**src/rtl/alu_slice_sequencer.sv**
```systemverilog
// alu_slice_sequencer
//   Multi-cycle controller that evaluates wide AND/OR/ADD/SUB on one 4-bit ALU slice per clock,
//   LSB nibble first, with the carry chained between slices in a register.
//
//   Optional feature macro: ALU_SEQ_LOGIC_FASTPATH_EN
//     defined   : AND/OR finish in a single RUN cycle (all nibbles at once); ADD/SUB unchanged.
//     undefined : every op takes NUM_SLICES RUN cycles.
//
// Ports
//   clk        clock, all state on posedge
//   rst_n      synchronous active-low reset
//   start      request pulse, accepted only in IDLE or DONE
//   op         00 AND, 01 OR, 10 ADD, 11 SUB (a-b)
//   a, b       operands, latched on accepted start
//   busy       high while slices are processed
//   done       one-cycle pulse, result/flags valid from this cycle
//   result     operation result, held until next accepted start
//   carry_out  ADD carry / SUB borrow, 0 for logic ops
//   overflow   signed overflow for ADD/SUB, 0 for logic ops
//   zero       result == 0
//   slice_idx  slice currently processed, 0 outside RUN
module alu_slice_sequencer #(
  parameter int unsigned NUM_SLICES = 4,
  localparam int unsigned W = 4 * NUM_SLICES,
  localparam int unsigned IdxW = $clog2(NUM_SLICES)
) (
  input  logic            clk,
  input  logic            rst_n,
  input  logic            start,
  input  logic [1:0]      op,
  input  logic [W-1:0]    a,
  input  logic [W-1:0]    b,
  output logic            busy,
  output logic            done,
  output logic [W-1:0]    result,
  output logic            carry_out,
  output logic            overflow,
  output logic            zero,
  output logic [IdxW-1:0] slice_idx
);

  localparam logic [1:0] OpAnd = 2'b00;
  localparam logic [1:0] OpOr  = 2'b01;
  localparam logic [1:0] OpAdd = 2'b10;
  localparam logic [1:0] OpSub = 2'b11;

  typedef enum logic [1:0] {StIdle, StRun, StDone} state_e;

  state_e         state_q, state_d;
  logic [IdxW-1:0] idx_q, idx_d;
  logic [1:0]     op_q, op_d;
  logic [W-1:0]   a_q, a_d, b_q, b_d;
  logic           carry_q, carry_d;
  logic [W-1:0]   result_q, result_d;
  logic           carry_out_q, carry_out_d;
  logic           overflow_q, overflow_d;
  logic           zero_q, zero_d;

  logic           accept;
  logic           last_slice;
  logic [IdxW+1:0] bit_base;
  logic [3:0]     a_nib, b_nib, b_eff, nib;
  logic [4:0]     sum5;
  logic           c_into_msb;

  always_comb begin
    accept     = start && (state_q != StRun);
    last_slice = (idx_q == IdxW'(NUM_SLICES - 1));
    bit_base   = {idx_q, 2'b00};

    // Single slice datapath; SUB is a + ~b with carry-in seeded to 1 at accept.
    a_nib = a_q[bit_base +: 4];
    b_nib = b_q[bit_base +: 4];
    b_eff = (op_q == OpSub) ? ~b_nib : b_nib;
    sum5  = {1'b0, a_nib} + {1'b0, b_eff} + {4'b0000, carry_q};
    // Carry into bit 3 recovered from the sum bit: s3 = a3 ^ b3 ^ c3.
    c_into_msb = sum5[3] ^ a_nib[3] ^ b_eff[3];

    unique case (op_q)
      OpAnd:   nib = a_nib & b_nib;
      OpOr:    nib = a_nib | b_nib;
      default: nib = sum5[3:0];
    endcase
  end

  always_comb begin
    state_d     = state_q;
    idx_d       = idx_q;
    op_d        = op_q;
    a_d         = a_q;
    b_d         = b_q;
    carry_d     = carry_q;
    result_d    = result_q;
    carry_out_d = carry_out_q;
    overflow_d  = overflow_q;
    zero_d      = zero_q;

    unique case (state_q)
      StRun: begin
`ifdef ALU_SEQ_LOGIC_FASTPATH_EN
        if (!op_q[1]) begin
          result_d    = (op_q == OpAnd) ? (a_q & b_q) : (a_q | b_q);
          carry_out_d = 1'b0;
          overflow_d  = 1'b0;
          zero_d      = (result_d == '0);
          idx_d       = '0;
          state_d     = StDone;
        end else begin
`else
        begin
`endif
          result_d[bit_base +: 4] = nib;
          carry_d = sum5[4];
          idx_d   = idx_q + IdxW'(1);
          if (last_slice) begin
            idx_d   = '0;
            state_d = StDone;
            if (op_q[1]) begin
              carry_out_d = (op_q == OpSub) ? ~sum5[4] : sum5[4];
              overflow_d  = c_into_msb ^ sum5[4];
            end else begin
              carry_out_d = 1'b0;
              overflow_d  = 1'b0;
            end
            zero_d = (result_d == '0);
          end
        end
      end
      StDone:  state_d = StIdle;
      default: state_d = StIdle;
    endcase

    // Accept overrides the DONE->IDLE step to allow back-to-back operations.
    if (accept) begin
      op_d    = op;
      a_d     = a;
      b_d     = b;
      idx_d   = '0;
      carry_d = (op == OpSub);
      state_d = StRun;
    end
  end

  always_ff @(posedge clk) begin
    if (!rst_n) begin
      state_q     <= StIdle;
      idx_q       <= '0;
      op_q        <= OpAdd;
      a_q         <= '0;
      b_q         <= '0;
      carry_q     <= 1'b0;
      result_q    <= '0;
      carry_out_q <= 1'b0;
      overflow_q  <= 1'b0;
      zero_q      <= 1'b0;
    end else begin
      state_q     <= state_d;
      idx_q       <= idx_d;
      op_q        <= op_d;
      a_q         <= a_d;
      b_q         <= b_d;
      carry_q     <= carry_d;
      result_q    <= result_d;
      carry_out_q <= carry_out_d;
      overflow_q  <= overflow_d;
      zero_q      <= zero_d;
    end
  end

  assign busy      = (state_q == StRun);
  assign done      = (state_q == StDone);
  assign result    = result_q;
  assign carry_out = carry_out_q;
  assign overflow  = overflow_q;
  assign zero      = zero_q;
  assign slice_idx = idx_q;

endmodule

```
**config.mk**
```make
export PLATFORM = sky130hd
export DESIGN_NAME = alu_slice_sequencer
export DESIGN_NICKNAME = d
export VERILOG_FILES = /design/src/rtl/alu_slice_sequencer.sv
export SDC_FILE = /design/constraint.sdc
export NUM_CORES = 1
export LEC_CHECK = 0
export CAP_MARGIN = 10
export CORE_MARGIN = 2
export CORE_UTILIZATION = 46
export DETAILED_ROUTE_END_ITERATION = 8
export PLACE_DENSITY = 0.79
export SYNTH_ARGS = -nofsm -noshare
export SYNTH_HDL_FRONTEND = slang
export SYNTH_SLANG_ARGS = --single-unit
export TNS_END_PERCENT = 30
```
**constraint.sdc**
```tcl
create_clock -name clk -period 8.5 [get_ports clk]
set_input_delay 0.85 -clock clk [delete_from_list [all_inputs] [get_ports clk]]
set_output_delay 0.85 -clock clk [all_outputs]
set_load 0.1 [all_outputs]
```
After elaboration in Yosys (flattened, before gate mapping)

Cells that the tools add are included.

Flip-flop bits (word level): 58
Latch bits: 0
Memory bits (writable): 0
Bits in read-only memories: 0
Input bits: 37
Memories kept: 0

Add/subtract/negate cells: 4
$mul: 0
Divide/modulo/power cells: 0
Order comparisons: 0
Equality and inequality tests: 8
Shift-type cells: 4
Multiplexer cells: 12
Bitwise operators: 9
Reductions and logical operators: 7

Operators with widths:

| operator                                                                | number |
|---|---|
| 16-bit by 5-bit indexed part select with 4-bit output                   | 2 |
| 16-bit bitwise mux                                                      | 1 |
| 16-bit logical NOT                                                      | 1 |
| 4-bit by 6-bit variable shift with 16-bit output, first input constant  | 1 |
| 4-bit by 6-bit indexed part select with 16-bit output                   | 1 |
| 2-bit equality test, second input constant                              | 4 |
| 1-bit two-way mux                                                       | 8 |
| 4-bit one-hot mux with 2 select lines                                   | 1 |
| 4-bit negator with 6-bit output                                         | 1 |
| 4-bit by 4-bit adder with 5-bit output                                  | 1 |
| 5-bit by 1-bit adder with 5-bit output                                  | 1 |
| 4-bit bitwise AND                                                       | 1 |
| 2-bit by 1-bit equality test with 1-bit output, second input constant   | 2 |
| 4-bit two-way mux                                                       | 1 |
| 4-bit inverter                                                          | 1 |
| 4-bit bitwise OR                                                        | 1 |
| 3-bit by 1-bit inequality test with 1-bit output, second input constant | 1 |
| 1-bit inverter                                                          | 3 |
| 3-bit OR reduction                                                      | 1 |
| 1-bit XOR                                                               | 3 |
| 2-bit by 1-bit adder with 2-bit output, second input constant           | 1 |
| 2-bit logical NOT                                                       | 1 |
| 2-bit two-way mux                                                       | 1 |
| 2-bit by 1-bit inequality test with 1-bit output, second input constant | 1 |
| 4 further kinds                                                         | 4 |

Depth between registers and ports, before layout

Depth in word-level cells: 9
Mapped depth: 13
Gate-level depth less buffers: 11

Worst setup path after synthesis

No wires, ideal clock.

Kind: flip-flop to flip-flop
Start point: register idx_q[0] (netlist: slice_idx[0])
End point: register overflow_q (netlist: overflow)
Setup time: 70 ps
Arrival time: 3965 ps
Required time: 8430 ps
Slack: 4465 ps
Cell stages (with the launch flop): 14
Period minus slack after synthesis: 4035 ps
Cells stage by stage: dfxtp_1 > buf_6 > buf_2 > mux4_2 > xor2_1 > fa_1 > inv_1 > fa_1 > a21o_1 > a21oi_1 > xnor2_1 > xnor3_1 > or3_1 > a21oi_1

Longest elaborated chain between the ends: 9

Ends and longest elaborated chain:

| item                                                  | line | source |
|---|---|---|
| from (decl)                                           | 50   | `logic [IdxW-1:0] idx_q, idx_d;` |
| from (signal assigned)                                | 158  | `idx_q <= idx_d;` |
| 16-bit by 5-bit indexed part select with 4-bit output | 73   | `b_nib = b_q[bit_base +: 4];` |
| 4-bit inverter                                        | 74   | `b_eff = (op_q == OpSub) ? ~b_nib : b_nib;` |
| 4-bit two-way mux                                     | 74   |  |
| 4-bit by 4-bit adder with 5-bit output                | 75   | `sum5 = {1'b0, a_nib} + {1'b0, b_eff} + {4'b0000, carry_q};` |
| 5-bit by 1-bit adder with 5-bit output                | 75   |  |
| 1-bit XOR (2 in a row)                                | 77   | `c_into_msb = sum5[3] ^ a_nib[3] ^ b_eff[3];` |
| 1-bit XOR                                             | 120  | `overflow_d = c_into_msb ^ sum5[4];` |
| 1-bit two-way mux                                     | 118  | `if (op_q[1]) begin` |
| to (signal assigned)                                  | 165  | `overflow_q <= overflow_d;` |
| to (decl)                                             | 56   | `logic overflow_q, overflow_d;` |

Parallel ways exist; a longest one is shown, timed or not.
A chain may end at the register's enable or synchronous reset.

Final worst setup path

Ends and elaborated chain as after synthesis.

==> results.tsv <==
metric	value	unit
status	finished clean	
yosysUniqueCellTypes	42	
start_util	47.34	%
powerDensity	185.5	mW/mm^2
synthTopCellsByCount	nand2_1 (82), dfxtp_1 (58), a21oi_1 (54), nor2_1 (38), clkbuf_1 (16)	
cellLeakagePower	0.001399	uW
cap_violations	0	
path_clk_slew	0.07	ns
area_growth	28.51	%
ant_nets	0	
place_area	0.003390	sq mm
skew	0.009814	ns
slew_violations	0	
dieArea	0.006696	sq mm
crit_path_end	overflow	
fin_hold_ws	0.4528	ns
die_w	81.83	um
io_pins	60	
path_class	reg2reg	
cts.sinks	58	
synth_edf_count	0	
critPathCaptureType	flip-flop	
portBuffers	59	
worst-r2r-cell-count	11	
rows	28	
cts_htree_levels	3	
cp.arrival	4.01	ns
syn_inst	337	
layout.nets	437	
r2r_start	slice_idx[0]	
cp_cell_sequence	mux4_2 -> xor2_1 -> fa_1 -> inv_1 -> fa_1 -> a21o_1 -> a21oi_1 -> xnor2_1 -> xnor3_1 -> or3_1 -> a21oi_1	
synth_area	0.002786	sq mm
die_h	81.83	um
grt_pass1_vias	2254	
grt_pass1_wl	9894	um
grtUsageMet2	31.87	%
stdcell_count	466	
min_period	3.748	ns
drive_gt1_share	6.650	%
overflow	0	
cp_data_required_time	8.77	ns
route.detailed.drc	0	
yosysMostFrequentCell	nand2_1	
finalSetupViolCount	0	
gr-usage-all-layers	19.67	%
fmax	266.8	MHz
drt_iter0_drc	99	
slew-limit-headroom	26.94	%
clockBufferDepth	2	
clkLatencyLatePin	0.34	ns
insertedDiodeCount	0	
wl_per_cell	13.09	um
cp_max_fo	19	
synth_largest_area_cell	dfxtp_1	
synth_nets	386	
worstSetupStartpoint	slice_idx[0]	
root_buffer	clkbuf_8	
synthArstFlopShare	0	%
antenna_found_initial	0	
avgSynthCellArea	8.268	sq um
rsz0062_at_grt	false	
gr-max-usage-layer	met2	
slowest_delay	0.87	ns
synth_warnings	0	
yosys-top-cells-area	dfxtp_1 (42%), nand2_1 (11%), a21oi_1 (9.7%)	
cts_setup_buffers	0	
peakVddDrop	106.8	uV
synth_ff_type	dfxtp_1	
timing_hold_violations_final	0	
worst_r2r_endpoint	overflow	
gr-usage-met3	6.374	%
place_inst	452	
fin_area	0.003581	sq mm
post-route-period-util	44.10	%
postCtsHoldBufs	0	
worstHoldPathCells	2	
gp_congestion	0.8493	
synth_top_area_share	41.67	%
finalWirelength	6101	um
min_from	b_q[14]	
grt_max_degree	57	
ys_seq_area_share	41.67	%
tns	0	ns
worstMarginPinSlew	1.096	ns
dp_hpwl	4390	um
dr.pass1.iters	4	
slowest_stage	dfxtp_1	
r2r_setup_slack	4.75	ns
cts_resized	0	
yosys_register_bits	58	
cts_inserted_buffers	9	
start_kind	flip-flop	
viasPerCell	5.189	
core	0.005886	sq mm
cts_tree	done	
use_met1	23.47	%
vias	2418	
hold_path.class	reg2reg	
## sequential cells by signal, summed over array words and instances, names as in the netlist, 2 cells and up
register,flops
b_q,16
op_q,2
result,16
state_q,2
a_q,16
slice_idx,2
## worst min-delay path by stage
stage                   end  slack (ns)
floorplan            a_q[4]        0.43
global placement    b_q[10]        0.44
detailed placement   b_q[2]        0.45
CTS                 b_q[11]        0.45
global route        a_q[13]        0.46
finish              b_q[14]        0.45
## kinds of logic (layout without fill, tap and decap cells)
logic type | count (synthesis) | after routing | synth area share (%)
and+or+nand+nor | 143 | 143 | 21.33
AOI/OAI and AO/OA | 74 | 74 | 15.04
DFF | 58 | 58 | 41.67
buffers and inverters | 30 | 84 | 4.536
adders and majority gates | 15 | 15 | 7.095
xor gates and xnor gates | 9 | 9 | 3.592
muxes | 8 | 8 | 6.736
## routing by layer
layer | routed length (um) | share of wire (%)
met1 | 2822 | 46
met4 | 130 | 2.1
met5 | 0 | 0
met2 | 2835 | 46
met3 | 313 | 5.1
## layout make-up
class,count,area [sq um]
Inverter,10,37.54
Timing Repair Buffer,60,598.1
Clock inverter,3,40.04
Clock buffer,11,151.4
Tap cell,75,93.84
Fill cell,546,2305
Sequential cell,58,1161
Multi-Input combinational cell,249,1499
## layout by cell type, fill, tap and decap left out, drive strengths merged, types with 3 or more instances in the layout
| cell | count |
|---|---|
| inv | 10 |
| nor2 | 38 |
| nor4 | 5 |
| dfxtp | 58 |
| clkbuf | 11 |
| o21ai | 3 |
| nand2 | 82 |
| mux4 | 8 |
| maj3 | 3 |
| xnor2 | 6 |
| clkdlybuf4s50 | 59 |
| ha | 10 |
| or3 | 4 |
| a21oi | 56 |
## stage by stage
stage	util, %	setup slack [ns]	power, uW
2_1_floorplan	-	4.465	384.5
3_3_place_gp	57.59	4.883	418.8
3_5_place_dp	57.59	4.792	421.3
4_1_cts	60.84	4.763	669.1
5_1_grt	60.84	4.503	693.8
6_report	60.84	4.752	664.3
## power breakdown
| group | internal, uW | switching [uW] | leakage (uW) |
|---|---|---|---|
| sequential | 284 | 9.91 | 0.000473 |
| clock | 147 | 102 | 0.000101 |
| combinational | 52.1 | 69.1 | 0.000825 |
| total | 483 | 181 | 0.00140 |
## critical path: cells and delay by family (launching register included)
family | cells | cell delay (ns)
flops | 1 | 0.87
fa+ha+maj | 2 | 0.59
mux | 1 | 0.62
simple gates | 1 | 0.31
xor+xnor | 3 | 0.59
buf+inv | 1 | 0.06
compound gates | 3 | 0.62
(Power assumes the default switching activity.)
